===== src/rtl/mi_arbiter_rr_if.sv =====
// MI bus bundle; N > 1 carries one request slice per master, read data is shared.
// The arbiter uses the slave modport on its RX side and the master modport on its TX side.
interface mi_arbiter_rr_if #(
  parameter int N          = 1,
  parameter int DATA_WIDTH = 32,
  parameter int ADDR_WIDTH = 32,
  parameter int META_WIDTH = 2
);
  logic [N*DATA_WIDTH-1:0]   dwr;
  logic [N*META_WIDTH-1:0]   mwr;
  logic [N*ADDR_WIDTH-1:0]   addr;
  logic [N*DATA_WIDTH/8-1:0] be;
  logic [N-1:0]              rd;
  logic [N-1:0]              wr;
  logic [N-1:0]              ardy;
  logic [DATA_WIDTH-1:0]     drd;
  logic [N-1:0]              drdy;

  modport master (output dwr, mwr, addr, be, rd, wr, input ardy, drd, drdy);
  modport slave  (input dwr, mwr, addr, be, rd, wr, output ardy, drd, drdy);
endinterface


===== src/rtl/mi_arbiter_rr.sv =====
// Round-robin arbiter sharing one MI slave port among MASTERS requesters.
// Read responses are steered back in issue order through a small ID FIFO.
module mi_arbiter_rr #(
  parameter int MASTERS         = 4,
  parameter int DATA_WIDTH      = 32,
  parameter int ADDR_WIDTH      = 32,
  parameter int META_WIDTH      = 2,
  parameter int MAX_OUTSTANDING = 8
) (
  input  logic            CLK,
  input  logic            RESET,
  mi_arbiter_rr_if.slave  rx,
  mi_arbiter_rr_if.master tx
);
  localparam int GW = $clog2(MASTERS);
  localparam int PW = $clog2(MAX_OUTSTANDING);
  localparam int BW = DATA_WIDTH / 8;

  typedef enum logic [0:0] {ST_IDLE = 1'b0, ST_BUSY = 1'b1} state_t;

  state_t          state_q, state_d;
  logic [GW-1:0]   grant_q, grant_d;
  logic [GW-1:0]   ptr_q, ptr_d;
  logic [GW-1:0]   id_mem_q [MAX_OUTSTANDING];
  logic [GW-1:0]   id_mem_d [MAX_OUTSTANDING];
  logic [PW-1:0]   wr_ptr_q, wr_ptr_d;
  logic [PW-1:0]   rd_ptr_q, rd_ptr_d;
  logic [PW:0]     cnt_q, cnt_d;

  logic [MASTERS-1:0] req_s, ardy_s, drdy_s;
  logic [GW-1:0]      next_grant_s, head_s;
  logic               found_s, busy_s, full_s, empty_s, blocked_s;
  logic               tx_rd_s, tx_wr_s, accept_s, push_s, pop_s;

  // First requester strictly after ptr, scanning cyclically; ptr itself is checked last.
  function automatic logic [GW:0] rr_pick(input logic [MASTERS-1:0] req, input logic [GW-1:0] ptr);
    logic [GW:0]   res;
    logic [GW-1:0] cand;
    res = {1'b0, ptr};
    for (int k = 1; k <= MASTERS; k++) begin
      cand = GW'((int'(ptr) + k) % MASTERS);
      if (!res[GW] && req[cand]) begin
        res = {1'b1, cand};
      end else begin
        res = res;
      end
    end
    return res;
  endfunction

  assign req_s = rx.rd | rx.wr;
  assign {found_s, next_grant_s} = rr_pick(req_s, ptr_q);

  assign busy_s    = (state_q == ST_BUSY);
  assign full_s    = (cnt_q == (PW+1)'(MAX_OUTSTANDING));
  assign empty_s   = (cnt_q == {(PW+1){1'b0}});
  assign blocked_s = busy_s && rx.rd[grant_q] && full_s;
  assign tx_rd_s   = busy_s && rx.rd[grant_q] && !full_s;
  assign tx_wr_s   = busy_s && rx.wr[grant_q];
  assign accept_s  = tx.ardy && (tx_rd_s || tx_wr_s);
  assign push_s    = accept_s && tx_rd_s;
  assign pop_s     = tx.drdy && !empty_s;
  assign head_s    = id_mem_q[rd_ptr_q];

  assign tx.dwr  = rx.dwr[grant_q*DATA_WIDTH +: DATA_WIDTH];
  assign tx.mwr  = rx.mwr[grant_q*META_WIDTH +: META_WIDTH];
  assign tx.addr = rx.addr[grant_q*ADDR_WIDTH +: ADDR_WIDTH];
  assign tx.be   = rx.be[grant_q*BW +: BW];
  assign tx.rd   = tx_rd_s;
  assign tx.wr   = tx_wr_s;

  assign rx.ardy = ardy_s;
  assign rx.drd  = tx.drd;
  assign rx.drdy = drdy_s;

  // One-hot handshake and response steering to the granted / head-of-FIFO master.
  always_comb begin
    ardy_s = {MASTERS{1'b0}};
    drdy_s = {MASTERS{1'b0}};
    if (busy_s && tx.ardy && !blocked_s) begin
      ardy_s[grant_q] = 1'b1;
    end else begin
      ardy_s = {MASTERS{1'b0}};
    end
    if (pop_s) begin
      drdy_s[head_s] = 1'b1;
    end else begin
      drdy_s = {MASTERS{1'b0}};
    end
  end

  // Next-state logic for the grant FSM and the outstanding-read ID FIFO.
  always_comb begin
    state_d  = state_q;
    grant_d  = grant_q;
    ptr_d    = ptr_q;
    id_mem_d = id_mem_q;
    wr_ptr_d = wr_ptr_q;
    rd_ptr_d = rd_ptr_q;
    cnt_d    = cnt_q;
    case (state_q)
      ST_IDLE: begin
        if (found_s) begin
          grant_d = next_grant_s;
          state_d = ST_BUSY;
        end else begin
          state_d = ST_IDLE;
        end
      end
      ST_BUSY: begin
        if (accept_s) begin
          ptr_d   = grant_q;
          state_d = ST_IDLE;
        end else begin
          state_d = ST_BUSY;
        end
      end
      default: state_d = ST_IDLE;
    endcase
    if (push_s) begin
      id_mem_d[wr_ptr_q] = grant_q;
      wr_ptr_d           = wr_ptr_q + PW'(1);
    end else begin
      wr_ptr_d = wr_ptr_q;
    end
    if (pop_s) begin
      rd_ptr_d = rd_ptr_q + PW'(1);
    end else begin
      rd_ptr_d = rd_ptr_q;
    end
    case ({push_s, pop_s})
      2'b10:   cnt_d = cnt_q + (PW+1)'(1);
      2'b01:   cnt_d = cnt_q - (PW+1)'(1);
      default: cnt_d = cnt_q;
    endcase
  end

  // State registers; ptr resets to the last master so master 0 wins first.
  always_ff @(posedge CLK) begin
    if (RESET) begin
      state_q  <= ST_IDLE;
      grant_q  <= {GW{1'b0}};
      ptr_q    <= GW'(MASTERS - 1);
      wr_ptr_q <= {PW{1'b0}};
      rd_ptr_q <= {PW{1'b0}};
      cnt_q    <= {(PW+1){1'b0}};
      for (int i = 0; i < MAX_OUTSTANDING; i++) begin
        id_mem_q[i] <= {GW{1'b0}};
      end
    end else begin
      state_q  <= state_d;
      grant_q  <= grant_d;
      ptr_q    <= ptr_d;
      wr_ptr_q <= wr_ptr_d;
      rd_ptr_q <= rd_ptr_d;
      cnt_q    <= cnt_d;
      id_mem_q <= id_mem_d;
    end
  end
endmodule


===== src/flat_wrapper.sv =====
// flat-port wrapper written by rule: the top's interface ports become plain ports
module mi_arbiter_rr_flat 
#(
  parameter int MASTERS         = 4,
  parameter int DATA_WIDTH      = 32,
  parameter int ADDR_WIDTH      = 32,
  parameter int META_WIDTH      = 2,
  parameter int MAX_OUTSTANDING = 8
)
  (CLK, RESET, rx_dwr, rx_mwr, rx_addr, rx_be, rx_rd, rx_wr, rx_ardy, rx_drd, rx_drdy, tx_dwr, tx_mwr, tx_addr, tx_be, tx_rd, tx_wr, tx_ardy, tx_drd, tx_drdy);
  mi_arbiter_rr_if #(.N((4)), .DATA_WIDTH(DATA_WIDTH), .ADDR_WIDTH(ADDR_WIDTH), .META_WIDTH(META_WIDTH)) rx_i ();
  mi_arbiter_rr_if #(.N(1), .DATA_WIDTH(DATA_WIDTH), .ADDR_WIDTH(ADDR_WIDTH), .META_WIDTH(META_WIDTH)) tx_i ();
  input  logic CLK;
  input  logic RESET;
  input wire logic [$bits(rx_i.dwr)-1:0] rx_dwr;
  input wire logic [$bits(rx_i.mwr)-1:0] rx_mwr;
  input wire logic [$bits(rx_i.addr)-1:0] rx_addr;
  input wire logic [$bits(rx_i.be)-1:0] rx_be;
  input wire logic [$bits(rx_i.rd)-1:0] rx_rd;
  input wire logic [$bits(rx_i.wr)-1:0] rx_wr;
  output wire logic [$bits(rx_i.ardy)-1:0] rx_ardy;
  output wire logic [$bits(rx_i.drd)-1:0] rx_drd;
  output wire logic [$bits(rx_i.drdy)-1:0] rx_drdy;
  output wire logic [$bits(tx_i.dwr)-1:0] tx_dwr;
  output wire logic [$bits(tx_i.mwr)-1:0] tx_mwr;
  output wire logic [$bits(tx_i.addr)-1:0] tx_addr;
  output wire logic [$bits(tx_i.be)-1:0] tx_be;
  output wire logic [$bits(tx_i.rd)-1:0] tx_rd;
  output wire logic [$bits(tx_i.wr)-1:0] tx_wr;
  input wire logic [$bits(tx_i.ardy)-1:0] tx_ardy;
  input wire logic [$bits(tx_i.drd)-1:0] tx_drd;
  input wire logic [$bits(tx_i.drdy)-1:0] tx_drdy;
  assign rx_i.dwr = rx_dwr;
  assign rx_i.mwr = rx_mwr;
  assign rx_i.addr = rx_addr;
  assign rx_i.be = rx_be;
  assign rx_i.rd = rx_rd;
  assign rx_i.wr = rx_wr;
  assign rx_ardy = rx_i.ardy;
  assign rx_drd = rx_i.drd;
  assign rx_drdy = rx_i.drdy;
  assign tx_dwr = tx_i.dwr;
  assign tx_mwr = tx_i.mwr;
  assign tx_addr = tx_i.addr;
  assign tx_be = tx_i.be;
  assign tx_rd = tx_i.rd;
  assign tx_wr = tx_i.wr;
  assign tx_i.ardy = tx_ardy;
  assign tx_i.drd = tx_drd;
  assign tx_i.drdy = tx_drdy;
  mi_arbiter_rr #(.MASTERS(MASTERS), .DATA_WIDTH(DATA_WIDTH), .ADDR_WIDTH(ADDR_WIDTH), .META_WIDTH(META_WIDTH), .MAX_OUTSTANDING(MAX_OUTSTANDING)) u_core (.CLK(CLK), .RESET(RESET), .rx(rx_i), .tx(tx_i));
endmodule

===== config.mk =====
export PLATFORM = sky130hd
export DESIGN_NAME = mi_arbiter_rr_flat
export DESIGN_NICKNAME = d
export VERILOG_FILES = /design/src/rtl/mi_arbiter_rr_if.sv /design/src/rtl/mi_arbiter_rr.sv /design/src/flat_wrapper.sv
export SDC_FILE = /design/constraint.sdc
export NUM_CORES = 1
export LEC_CHECK = 0
export CAP_MARGIN = 15
export CORE_AREA = 8 8 165 167
export DETAILED_ROUTE_END_ITERATION = 6
export DIE_AREA = 0 0 173 175
export PLACE_DENSITY = 0.63
export RECOVER_POWER = 25
export SYNTH_ARGS = -nofsm -noshare
export SYNTH_HDL_FRONTEND = slang
export SYNTH_SLANG_ARGS = --single-unit

===== constraint.sdc =====
create_clock -name CLK -period 2.36 [get_ports CLK]
set_clock_uncertainty 0.1 [all_clocks]
set_input_delay 0.354 -clock CLK [delete_from_list [all_inputs] [get_ports CLK]]
set_output_delay 0.354 -clock CLK [all_outputs]
set_load 0.1 [all_outputs]

==> summary.txt, run 1 <==
Synth
  – Yosys warns: 0
  – Number of flops mapped to enable cells by yosys: 0
  – Distinct cell type count after synthesis: 43
  – Syn Nets: 637
  – Synth area leader: mux4_2
  – Post-synth ARST share: 0
  – Synth Area per Inst: 12.3 um^2
  – Prevailing post-synth register cell: dfxtp_1
  – Synth top area cells: mux4_2 (45%), dfxtp_1 (16%), buf_4 (6.5%), mux2i_1 (6.3%), nor2_1 (4.1%)
  – Share of Yosys cell area claimed by the top area cell type: 0.446
  – Register area share after synthesis: 0.164
  – Yosys reg bits: 31
  – Mapped cell area: 0.00379 mm^2
  – Synth Instances: 308

STA
  – Final Setup Violations: 15
  – Hold_ws: 394 ps
  – Max-slew violations: 0
  – Fmax: 409 MHz
  – Setup TNS Final: -339 ps
  – Final Hold Viols: 0
  – Final WS setup: -85.2 ps
  – Period utilization: 1.04
  – Minimum clock period: 2450 ps
  – Measured slew at the worst slew-check pin: 597 ps
  – Relative slew slack: 0.601
  – RSZ-0062 raised after global routing: true

Finish
  – Fillers: 2371
  – Storage cell area: 632 um^2
  – Area Overhead vs Synth: 142%
  – Share of layout cells above drive strength 1: 0.372
  – Final Cell Area: 0.00917 mm^2
  – Nets: 998
  – Multi-input logic area: 0.00288 mm^2
  – Cell Count, Final, Fillers Out: 1001

Routing
  – Drt total wl: 25400 um
  – 1st-iter DRT viols: 199
  – M1 WL: 10300 um
  – DR WL met2: 12500 um
  – Highest Signal Layer: met5
  – Drt first pass iters: 4
  – DRC errors left: 0
  – Wire per inst: 25.4 um
  – Vias per cell: 4.37
  – DR WL met3: 2370 um
  – Number of routed nets with antenna violations: 0
  – Via count: 4375

Clock tree
  – H-tree levels: 2
  – Hold_buf cts: 0
  – Clock tree from TritonCTS: done
  – CTS max path bufs: 2
  – Clk slew on worst S/H paths: 50 ps
  – Clock Latency Late Sink: 280 ps
  – Num CTS Buffers: 5
  – Sink Count: 31
  – Root Driver: clkbuf_16

Critical path
  – Required time of the critical path: 2460 ps
  – Critical path cell sequence: or4b_4 -> nand4_1 -> ha_2 -> xor2_1 -> ha_2 -> a21oi_2 -> xor2_1 -> or3_1 -> a21oi_1
  – Endpoint class of the critical path: flop
  – CP arrival: 2550 ps
  – Slowest cell delay on critical path: 550 ps
  – CP Launch Type: flop
  – Slowest cell on crit path: or4b_4
  – Worst-path fanout max: 6
  – WS Path Type: reg -> reg

Global routing
  – Largest net degree at the start of global routing: 44
  – Grt total ovfl: 0
  – GRT Util Overall: 0.156
  – First-pass GRT wire length: 35000 um
  – Initial antenna violation count: 6
  – Vias in the first global route: 4661

Floorplanning
  – Row Count: 58
  – Core Area: 0.0247 mm^2
  – DIE WIDTH: 173 um
  – Die Span Y: 175 um
  – Initial Util: 0.153
  – IO Pins: 436
  – Die ar.: 0.0303 mm^2

Hold path
  – Hold Path Class: reg -> reg

Power
  – Peak supply drop: 0.285 mV
  – LEAKAGE: 3.41 nW
  – Tot Pwr: 0.00547 W
  – PwrDens: 597 mW/mm^2

Placed design
  – Area after DPL: 0.00860 mm^2
  – Placer congestion estimate: 0.848
  – DP Wirelength: 20600 um
  – Placed Cells: 974
  – Port Buffers: 371

Flow run
  – Max Cap Violations: 0

Run status
  – Status: finished, violations left
  – Failing checks: setup timing
area by class of cell:
| type | instances | share of cell area |
|---|---|---|
| well taps | 330 | 0.0450 |
| repair buffers | 416 | 0.550 |
| flip-flops and latches | 31 | 0.0689 |
| multi-input cells | 213 | 0.315 |
| clock inverters | 2 | 0.00382 |
| clock buffers | 6 | 0.0152 |
| diodes | 1 | 0.000273 |
| inverters | 2 | 0.00218 |
worst max-delay path, delay by kind of cell, from the launching register on:
family          cells  cell delay, ps
compound gates      2             190
xor+xnor            2             290
fa+ha+maj           2             410
flops               1             350
simple gates        3            1030
stage by stage:
| step | utilization | setup slack, ps |
|---|---|---|
| final | 0.372 | -85.2 |
| after global routing | 0.371 | -184 |
| after floorplan | - | -285 |
| after global placement | 0.348 | -471 |
| after detailed placement | 0.348 | -517 |
| after CTS | 0.364 | -76.9 |
Yosys cell counts, types with 2 or more instances:
| cell type | number |
|---|---|
| or4b_1 | 2 |
| buf_2 | 10 |
| o21ai_0 | 4 |
| nor2_1 | 41 |
| nand4b_1 | 4 |
| buf_12 | 2 |
| mux4_2 | 75 |
| a211oi_1 | 4 |
| ha_1 | 5 |
| xor2_1 | 6 |
| clkbuf_1 | 11 |
| inv_1 | 2 |
| nor3_1 | 4 |
| nor3b_1 | 2 |
| a21oi_1 | 5 |
| buf_6 | 3 |
| nor2b_1 | 2 |
| nand4b_4 | 2 |
| nand3_1 | 2 |
| mux2i_1 | 24 |
| dfxtp_1 | 31 |
| nand4_4 | 4 |
| nor4_1 | 4 |
| buf_4 | 33 |
| nand4_1 | 2 |
| nand2_1 | 7 |
flip-flops by register name, indices dropped and copies added, names as in the netlist:
| register | count |
|---|---|
| u_core.id_mem_q | 16 |
| u_core.cnt_q | 4 |
| u_core.rd_ptr_q | 3 |
| u_core.wr_ptr_q | 3 |
| u_core.grant_q | 2 |
| u_core.ptr_q | 2 |
| u_core.busy_s | 1 |
per-layer routing:
metal	up-vias	track usage
li1	1939	-
met1	2169	0.190
met2	233	0.262
met3	24	0.0632
met4	10	0.0165
met5	-	0
worst paths after layout:
check                                                  endpoint  cells past startpoint  slack (ps)                       startpoint
worst max register to register     u_core.cnt_q[2]$_SDFFE_PP0P_                      9         -90     u_core.cnt_q[2]$_SDFFE_PP0P_
worst max-delay path               u_core.cnt_q[2]$_SDFFE_PP0P_                      9         -90     u_core.cnt_q[2]$_SDFFE_PP0P_
worst min register to register  u_core.id_mem_q[9]$_SDFFE_PP0P_                      2         390  u_core.id_mem_q[9]$_SDFFE_PP0P_
worst min-delay path            u_core.id_mem_q[9]$_SDFFE_PP0P_                      2         390  u_core.id_mem_q[9]$_SDFFE_PP0P_
layout by cell type (no fill, tap or decap), drive strengths merged, types with 5 or more instances in the layout:
cell           count
clkdlybuf4s50    287
xor2               6
dfxtp             31
nor2              41
mux4              75
nand4b             6
a21oi              5
nand4              6
nand2              7
ha                 5
mux2i             24
clkbuf             9
buf              121
timing repair:
action,in CTS,in global routing
gates cloned,2,3
buffers inserted,11,4
resized for setup,25,21
endpoints found under the setup margin,82,33
pin swaps,12,12
power by group:
part	leakage, nW	internal, W	switching (W)
registers	0.254	0.000562	0.0000431
clock network	0.0869	0.000524	0.000230
logic	3.07	0.00180	0.00232
cell families after synthesis:
family | synth area share
buffers and inverters | 0.121
AND/OR/NAND/NOR | 0.138
flip-flops | 0.164
XOR/XNOR | 0.0162
adder cells (fa/ha/maj) | 0.0165
multiplexers | 0.512
AO/OA/AOI/OAI | 0.0314
Power figures use the tool's default switching activity.
==> run 2, diff against run 1 <==
--- a/config.mk
+++ b/config.mk
@@ -14,3 +14,4 @@
 export SYNTH_ARGS = -nofsm -noshare
 export SYNTH_HDL_FRONTEND = slang
 export SYNTH_SLANG_ARGS = --single-unit
+export TNS_END_PERCENT = 10
==> run 2 against run 1 <==
  * The flow still finishes with violations (setup timing)
  * First-iteration DRC count increased by 4.0%
  * Largest power group unchanged
  * Cell area decreased by 1.5%
  * Register-to-register slack about the same
  * Critical path depth unchanged
  * Die area unchanged
==> summary.txt, run 2 (synthesis gave the netlist of run 1 again) <==
STA
  – Final Hold Viols: 0 (unchanged)
  – Hold_ws: 386 ps (-7.88 ps)
  – Final Setup Violations: 23 (+8)
  – Relative slew slack: 0.615 (+0.0139)
  – Measured slew at the worst slew-check pin: 577 ps (-20.8 ps)
  – Final WS setup: -83.8 ps (+1.40 ps)
  – Max-slew violations: 0 (unchanged)
  – Fmax: 409 MHz (about the same)
  – Period utilization: 1.04 (about the same)
  – Minimum clock period: 2440 ps (-1.40 ps)
  – RSZ-0062 raised after global routing: true

Floorplanning
  – Core Area: 0.0247 mm^2 (unchanged)
  – IO Pins: 436 (unchanged)
  – Row Count: 58 (unchanged)
  – DIE WIDTH: 173 um (unchanged)
  – Die ar.: 0.0303 mm^2 (unchanged)
  – Die Span Y: 175 um (unchanged)
  – Initial Util: 0.153 (unchanged)

Global routing
  – Initial antenna violation count: 7 (+1)
  – Largest net degree at the start of global routing: 70 (+59%)
  – Grt total ovfl: 0 (unchanged)
  – GRT Util Overall: 0.149 (-0.00719)
  – Vias in the first global route: 4548 (-2.4%)
  – First-pass GRT wire length: 33600 um (-3.9%)

Clock tree
  – Sink Count: 31 (unchanged)
  – Hold_buf cts: 0 (unchanged)
  – Clock Latency Late Sink: 280 ps (about the same)
  – H-tree levels: 2 (unchanged)
  – Root Driver: clkbuf_16
  – Clk slew on worst S/H paths: 50 ps (about the same)
  – Clock tree from TritonCTS: done
  – CTS max path bufs: 2 (unchanged)
  – Num CTS Buffers: 5 (unchanged)

Routing
  – Drt total wl: 24200 um (-4.8%)
  – Number of routed nets with antenna violations: 0 (unchanged)
  – Drt first pass iters: 4 (unchanged)
  – Via count: 4292 (-1.9%)
  – DR WL met2: 12200 um (-2.6%)
  – DRC errors left: 0 (unchanged)
  – Highest Signal Layer: met5
  – DR WL met3: 2110 um (-11%)
  – Wire per inst: 24.3 um (-4.4%)
  – Vias per cell: 4.30 (-1.5%)
  – M1 WL: 9630 um (-6.2%)
  – 1st-iter DRT viols: 207 (+4.0%)

Critical path
  – Required time of the critical path: 2470 ps (about the same)
  – Critical path cell sequence: mux4_2 -> nand4_1 -> ha_2 -> xor2_1 -> ha_1 -> a21oi_1 -> xor2_1 -> or3_1 -> a21oi_1
  – Slowest cell on crit path: mux4_2
  – Worst-path fanout max: 3 (-3)
  – Endpoint class of the critical path: flop
  – CP Launch Type: flop
  – Slowest cell delay on critical path: 570 ps (+20 ps)
  – CP arrival: 2550 ps (about the same)
  – WS Path Type: reg -> reg

Finish
  – Largest registers: u_core.id_mem_q (16), u_core.cnt_q (4)
  – Commonest non-fill, non-tap cell in the layout: clkdlybuf4s50_1
  – Area Overhead vs Synth: 138%
  – Most flop-heavy register: u_core.id_mem_q
  – Max reg flops: 16 (unchanged)
  – Cell Count, Final, Fillers Out: 997 (-0.40%)
  – Commonest cells after routing, fill and taps aside: clkdlybuf4s50_1 (287), buf_12 (82), mux4_2 (75)
  – Final Cell Area: 0.00903 mm^2 (-1.5%)
  – Finished Core Util: 0.366 (-0.00563)
  – Share of layout cells above drive strength 1: 0.356 (-0.0158)
  – Nets: 994 (-0.40%)

Power
  – LEAKAGE: 3.34 nW (-2.0%)
  – Peak supply drop: 0.347 mV (+22%)
  – PwrDens: 598 mW/mm^2 (+0.22%)

Flow run
  – Max Cap Violations: 0 (unchanged)

Placed design
  – Port Buffers: 371 (unchanged)
  – DP Wirelength: 19900 um (-3.4%)
  – Placed Cells: 978 (+0.41%)
  – Placer congestion estimate: 0.814 (-3.9%)
  – Area after DPL: 0.00859 mm^2 (about the same)
  – Setup WS pre-CTS: -497 ps (+19.9 ps)

Run status
  – Status: finished, violations left
  – Failing checks: setup timing

Hold path
  – Hold Path Class: reg -> reg
-- run 2: cell count changes in the layout (fill, tap and decap cells not counted), sizes merged --
cell and delta:
buf -2, bufbuf -1, clkbuf -1, clkinv -1, inv +1
-- run 2: repair_timing --
action / in CTS / in global routing
endpoints found under the setup margin: 81 / 44
buffers inserted: 5 / 2
resized for setup: 28 / 10
gates cloned: 1 / 2
pin swaps: 10 / 3
-- run 2: final timing paths --
kind / slack, ps / endpoint / cells past startpoint / start
worst max-delay path: -80 / u_core.cnt_q[2]$_SDFFE_PP0P_ / 9 / u_core.grant_q[0]$_SDFFE_PP0P_
worst min-delay path: 390 / u_core.id_mem_q[13]$_SDFFE_PP0P_ / 2 / u_core.id_mem_q[13]$_SDFFE_PP0P_
worst max register to register: -80 / u_core.cnt_q[2]$_SDFFE_PP0P_ / 9 / u_core.grant_q[0]$_SDFFE_PP0P_
worst min register to register: 390 / u_core.id_mem_q[13]$_SDFFE_PP0P_ / 2 / u_core.id_mem_q[13]$_SDFFE_PP0P_
-- run 2: cell type report --
cell class | instances | area (um^2)
antenna | 1 | 2.50
fill | 2349 | 15600
clock buffer | 6 | 139
clock inverter | 2 | 35.0
timing repair buffer | 412 | 4970
inverter | 2 | 15.0
multi-input combinational | 213 | 2830
tap | 330 | 413
sequential | 31 | 629
-- run 2: metrics by stage --
stage,TNS [ps],power (W)
2_1_floorplan,-2540,0.00309
6_report,-533,0.00540
4_1_cts,-521,0.00537
5_1_grt,-4330,0.00559
3_3_place_gp,-2210,0.00451
3_5_place_dp,-2380,0.00452
-- run 2: critical path: cells and delay by family (launching register included) --
family,cells,cell delay [ps]
compound gates,2,210
simple gates,2,460
flops,1,350
fa+ha+maj,2,390
xor+xnor,2,290
mux,1,570
-- run 2: report_power, final --
group / switching, W / internal, W / total (W)
Clock: 0.000229 / 0.000524 / 0.000753
Sequential: 0.0000365 / 0.000561 / 0.000598
Combinational: 0.00228 / 0.00177 / 0.00405
Total: 0.00255 / 0.00285 / 0.00540
-- run 2: per-layer routing --
| metal | GRT usage | up-vias |
|---|---|---|
| met2 | 0.254 | 213 |
| met5 | 0 | - |
| met4 | 0.0183 | 12 |
| li1 | - | 1921 |
| met3 | 0.0524 | 20 |
| met1 | 0.182 | 2126 |
==> run 3, diff against run 2 <==
--- a/config.mk
+++ b/config.mk
@@ -14,4 +14,4 @@
 export SYNTH_ARGS = -nofsm -noshare
 export SYNTH_HDL_FRONTEND = slang
 export SYNTH_SLANG_ARGS = --single-unit
-export TNS_END_PERCENT = 10
+export TNS_END_PERCENT = 50
==> run 3 against run 2 <==
  * The flow still finishes with violations (setup timing)
  * Highest routed layer unchanged
  * Global-route usage up 0.43 points
  * Non-clock buffer count up 1
  * Total power down 2.5%
  * Sequential share of layout area about the same
==> summary.txt, run 3 (synthesis gave the netlist of run 1 again) <==
Floorplanning
  – Core Area: 0.0247 mm^2 (unchanged)
  – IO Pins: 436 (unchanged)
  – Die Span Y: 175 um (unchanged)
  – Initial Util: 0.153 (unchanged)
  – Die ar.: 0.0303 mm^2 (unchanged)
  – Row Count: 58 (unchanged)
  – DIE WIDTH: 173 um (unchanged)

Clock tree
  – Clock Latency Late Sink: 270 ps (about the same)
  – Root Driver: clkbuf_16
  – Clk slew on worst S/H paths: 50 ps (about the same)
  – Num CTS Buffers: 5 (unchanged)
  – Hold_buf cts: 0 (unchanged)
  – H-tree levels: 2 (unchanged)
  – Sink Count: 31 (unchanged)
  – CTS max path bufs: 2 (unchanged)
  – Clock tree from TritonCTS: done

Power
  – Clock power share: 0.120 (-0.019)
  – Sequential share of power: 0.116 (+0.005)
  – Sw power: 0.00255 W (about the same)
  – Tot Pwr: 0.00526 W (-2.5%)
  – Pint: 0.00272 W (-4.9%)
  – Peak supply drop: 0.302 mV (-13%)
  – PwrDens: 581 mW/mm^2 (-3.0%)
  – LEAKAGE: 3.35 nW (+0.19%)
  – Logic pwr share: 0.764 (+0.014)
  – Switching share of power: 0.484 (+0.0126)

Critical path
  – WS Path Type: reg -> reg
  – Worst r2r src: u_core.grant_q[0]$_SDFFE_PP0P_
  – Slowest cell delay on critical path: 560 ps (about the same)
  – Critical path cell sequence: mux4_2 -> nand4_1 -> ha_2 -> or4b_4 -> a31o_2 -> a21oi_1
  – Crit path to: u_core.cnt_q[3]$_SDFFE_PP0P_
  – R2R depth: 6 (-3)
  – Worst-path fanout max: 3 (unchanged)
  – CP startpoint: u_core.grant_q[0]$_SDFFE_PP0P_
  – CP arrival: 2550 ps (about the same)
  – Endpoint class of the critical path: flop
  – Crit-path leading delay family: simple AND/OR/NAND/NOR gates
  – CP Depth: 6 (-3)
  – Slowest cell on crit path: mux4_2
  – R2r setup slk: -80 ps (about the same)
  – Worst flop-to-flop path endpoint: u_core.cnt_q[3]$_SDFFE_PP0P_
  – Crit path buffers/inverters: 0 (unchanged)
  – Required time of the critical path: 2460 ps (about the same)
  – CP Launch Type: flop

STA
  – Max-slew violations: 0 (unchanged)
  – Final Hold Viols: 0 (unchanged)
  – Setup TNS Final: -139 ps (+395 ps)
  – Final Setup Violations: 4 (-83%)
  – Minimum clock period: 2440 ps (+0.710 ps)
  – Relative slew slack: 0.593 (-0.0222)
  – Final WS setup: -84.5 ps (-0.710 ps)
  – Measured slew at the worst slew-check pin: 610 ps (+33.2 ps)
  – RSZ-0062 raised after global routing: true
  – Period utilization: 1.04 (about the same)
  – Fmax: 409 MHz (about the same)

Finish
  – Cell Count, Final, Fillers Out: 999 (+0.20%)
  – Area Overhead vs Synth: 139%
  – Most flop-heavy register: u_core.id_mem_q
  – Final Cell Area: 0.00907 mm^2 (+0.44%)
  – Fillers: 2370 (+0.89%)
  – Nets: 995 (+0.10%)
  – Commonest non-fill, non-tap cell in the layout: clkdlybuf4s50_1
  – Max reg flops: 16 (unchanged)
  – Share of layout cells above drive strength 1: 0.360 (+0.00450)
  – Largest registers: u_core.id_mem_q (16), u_core.cnt_q (4)
  – Commonest cells after routing, fill and taps aside: clkdlybuf4s50_1 (287), buf_12 (81), mux4_2 (75)

Run status
  – Status: finished, violations left
  – Failing checks: setup timing

Global routing
  – GRT met2 Usage: 0.254 (about the same)
  – Met1 usage: 0.182 (about the same)
  – Met3 usage: 0.0626 (+0.0101)
  – Busiest grt layer: met2
  – First-pass GRT wire length: 34300 um (+1.9%)
  – Initial antenna violation count: 5 (-2)
  – Largest net degree at the start of global routing: 46 (-34%)
  – Grt total ovfl: 0 (unchanged)
  – Vias in the first global route: 4542 (-0.13%)
  – GRT Util Overall: 0.153 (+0.00432)

Routing
  – Number of routed nets with antenna violations: 0 (unchanged)
  – Wire per inst: 25.2 um (+3.8%)
  – DRC errors left: 0 (unchanged)
  – Drt total wl: 25200 um (+4.0%)
  – Vias per cell: 4.32 (+0.40%)
  – Via count: 4318 (+0.61%)
  – Drt first pass iters: 4 (unchanged)
  – 1st-iter DRT viols: 217 (+4.8%)

Placed design
  – Placer congestion estimate: 0.830 (+1.9%)
  – DP Wirelength: 20600 um (+3.4%)
  – Setup WS pre-CTS: -529 ps (-31.4 ps)
  – Port Buffers: 371 (unchanged)
  – Area after DPL: 0.00860 mm^2 (+0.13%)
  – Placed Cells: 976 (-0.20%)

Hold path
  – Hold Path Class: reg -> reg

Flow run
  – Max Cap Violations: 0 (unchanged)
==> run 3: changes by cell type in the layout (fill, tap and decap cells not counted), moves of 2 or more <==
cell / delta
buf_4: -4
buf_6: +4
diode_2: +2
ha_2: +2
nor2_2: -2
nor2_4: +2
==> run 3: worst min-delay path: stages (launching register included) <==
cell and delay, ps:
dfxtp_1 320, mux2i_1 70, nor2_1 70
==> run 3: stage by stage <==
| stage | hold slack, ps | util |
|---|---|---|
| after global routing | 428 | 0.367 |
| final | 397 | 0.367 |
| after CTS | 397 | 0.361 |
| after global placement | 374 | 0.349 |
| after floorplan | 358 | - |
| after detailed placement | 384 | 0.349 |
==> run 3: repair_timing <==
action                     in CTS  in global routing
pin swaps                      11                  6
setup endpoints to repair      47                 76
setup buffers                   8                  0
cloned                          1                  4
resized for setup              23                 14
==> run 3: cell type report <==
| type | count | area, um^2 | share of cell area |
|---|---|---|---|
| timing repair buffer | 413 | 5010 | 0.552 |
| multi-input combinational | 213 | 2840 | 0.314 |
| sequential | 31 | 632 | 0.0697 |
| tap | 330 | 413 | 0.0455 |
| clock buffer | 6 | 139 | 0.0153 |
| inverter | 2 | 20.0 | 0.00221 |
| antenna | 3 | 7.51 | 0.000828 |
| clock inverter | 1 | 5.00 | 0.000552 |
==> run 3: how the worst min path moves through the flow <==
stage,startpoint,endpoint,slack (ps),depth (start not counted)
final,u_core.id_mem_q[1]$_SDFFE_PP0P_,u_core.id_mem_q[1]$_SDFFE_PP0P_,400,2
after global routing,u_core.id_mem_q[3]$_SDFFE_PP0P_,u_core.id_mem_q[3]$_SDFFE_PP0P_,430,2
after CTS,u_core.id_mem_q[0]$_SDFFE_PP0P_,u_core.id_mem_q[0]$_SDFFE_PP0P_,400,2
after detailed placement,u_core.id_mem_q[0]$_SDFFE_PP0P_,u_core.id_mem_q[0]$_SDFFE_PP0P_,380,2
after global placement,u_core.id_mem_q[1]$_SDFFE_PP0P_,u_core.id_mem_q[1]$_SDFFE_PP0P_,370,2
after floorplan,u_core.id_mem_q[2]$_SDFFE_PP0P_,u_core.id_mem_q[2]$_SDFFE_PP0P_,360,2
==> run 3: power groups by stage <==
stage | Combinational (W) | Sequential (W) | Clock, W
after floorplan | 0.00251 | 0.000594 | 0
after global placement | 0.00390 | 0.000616 | 0
after detailed placement | 0.00391 | 0.000615 | 0
after CTS | 0.00400 | 0.000612 | 0.000647
after global routing | 0.00417 | 0.000619 | 0.000668
final | 0.00402 | 0.000612 | 0.000631
==> run 3: per-layer routing <==
metal	wire length [um]	share of wire
met5	23	0.00091
met4	300	0.012
met3	2470	0.098
met2	12600	0.50
met1	9810	0.39
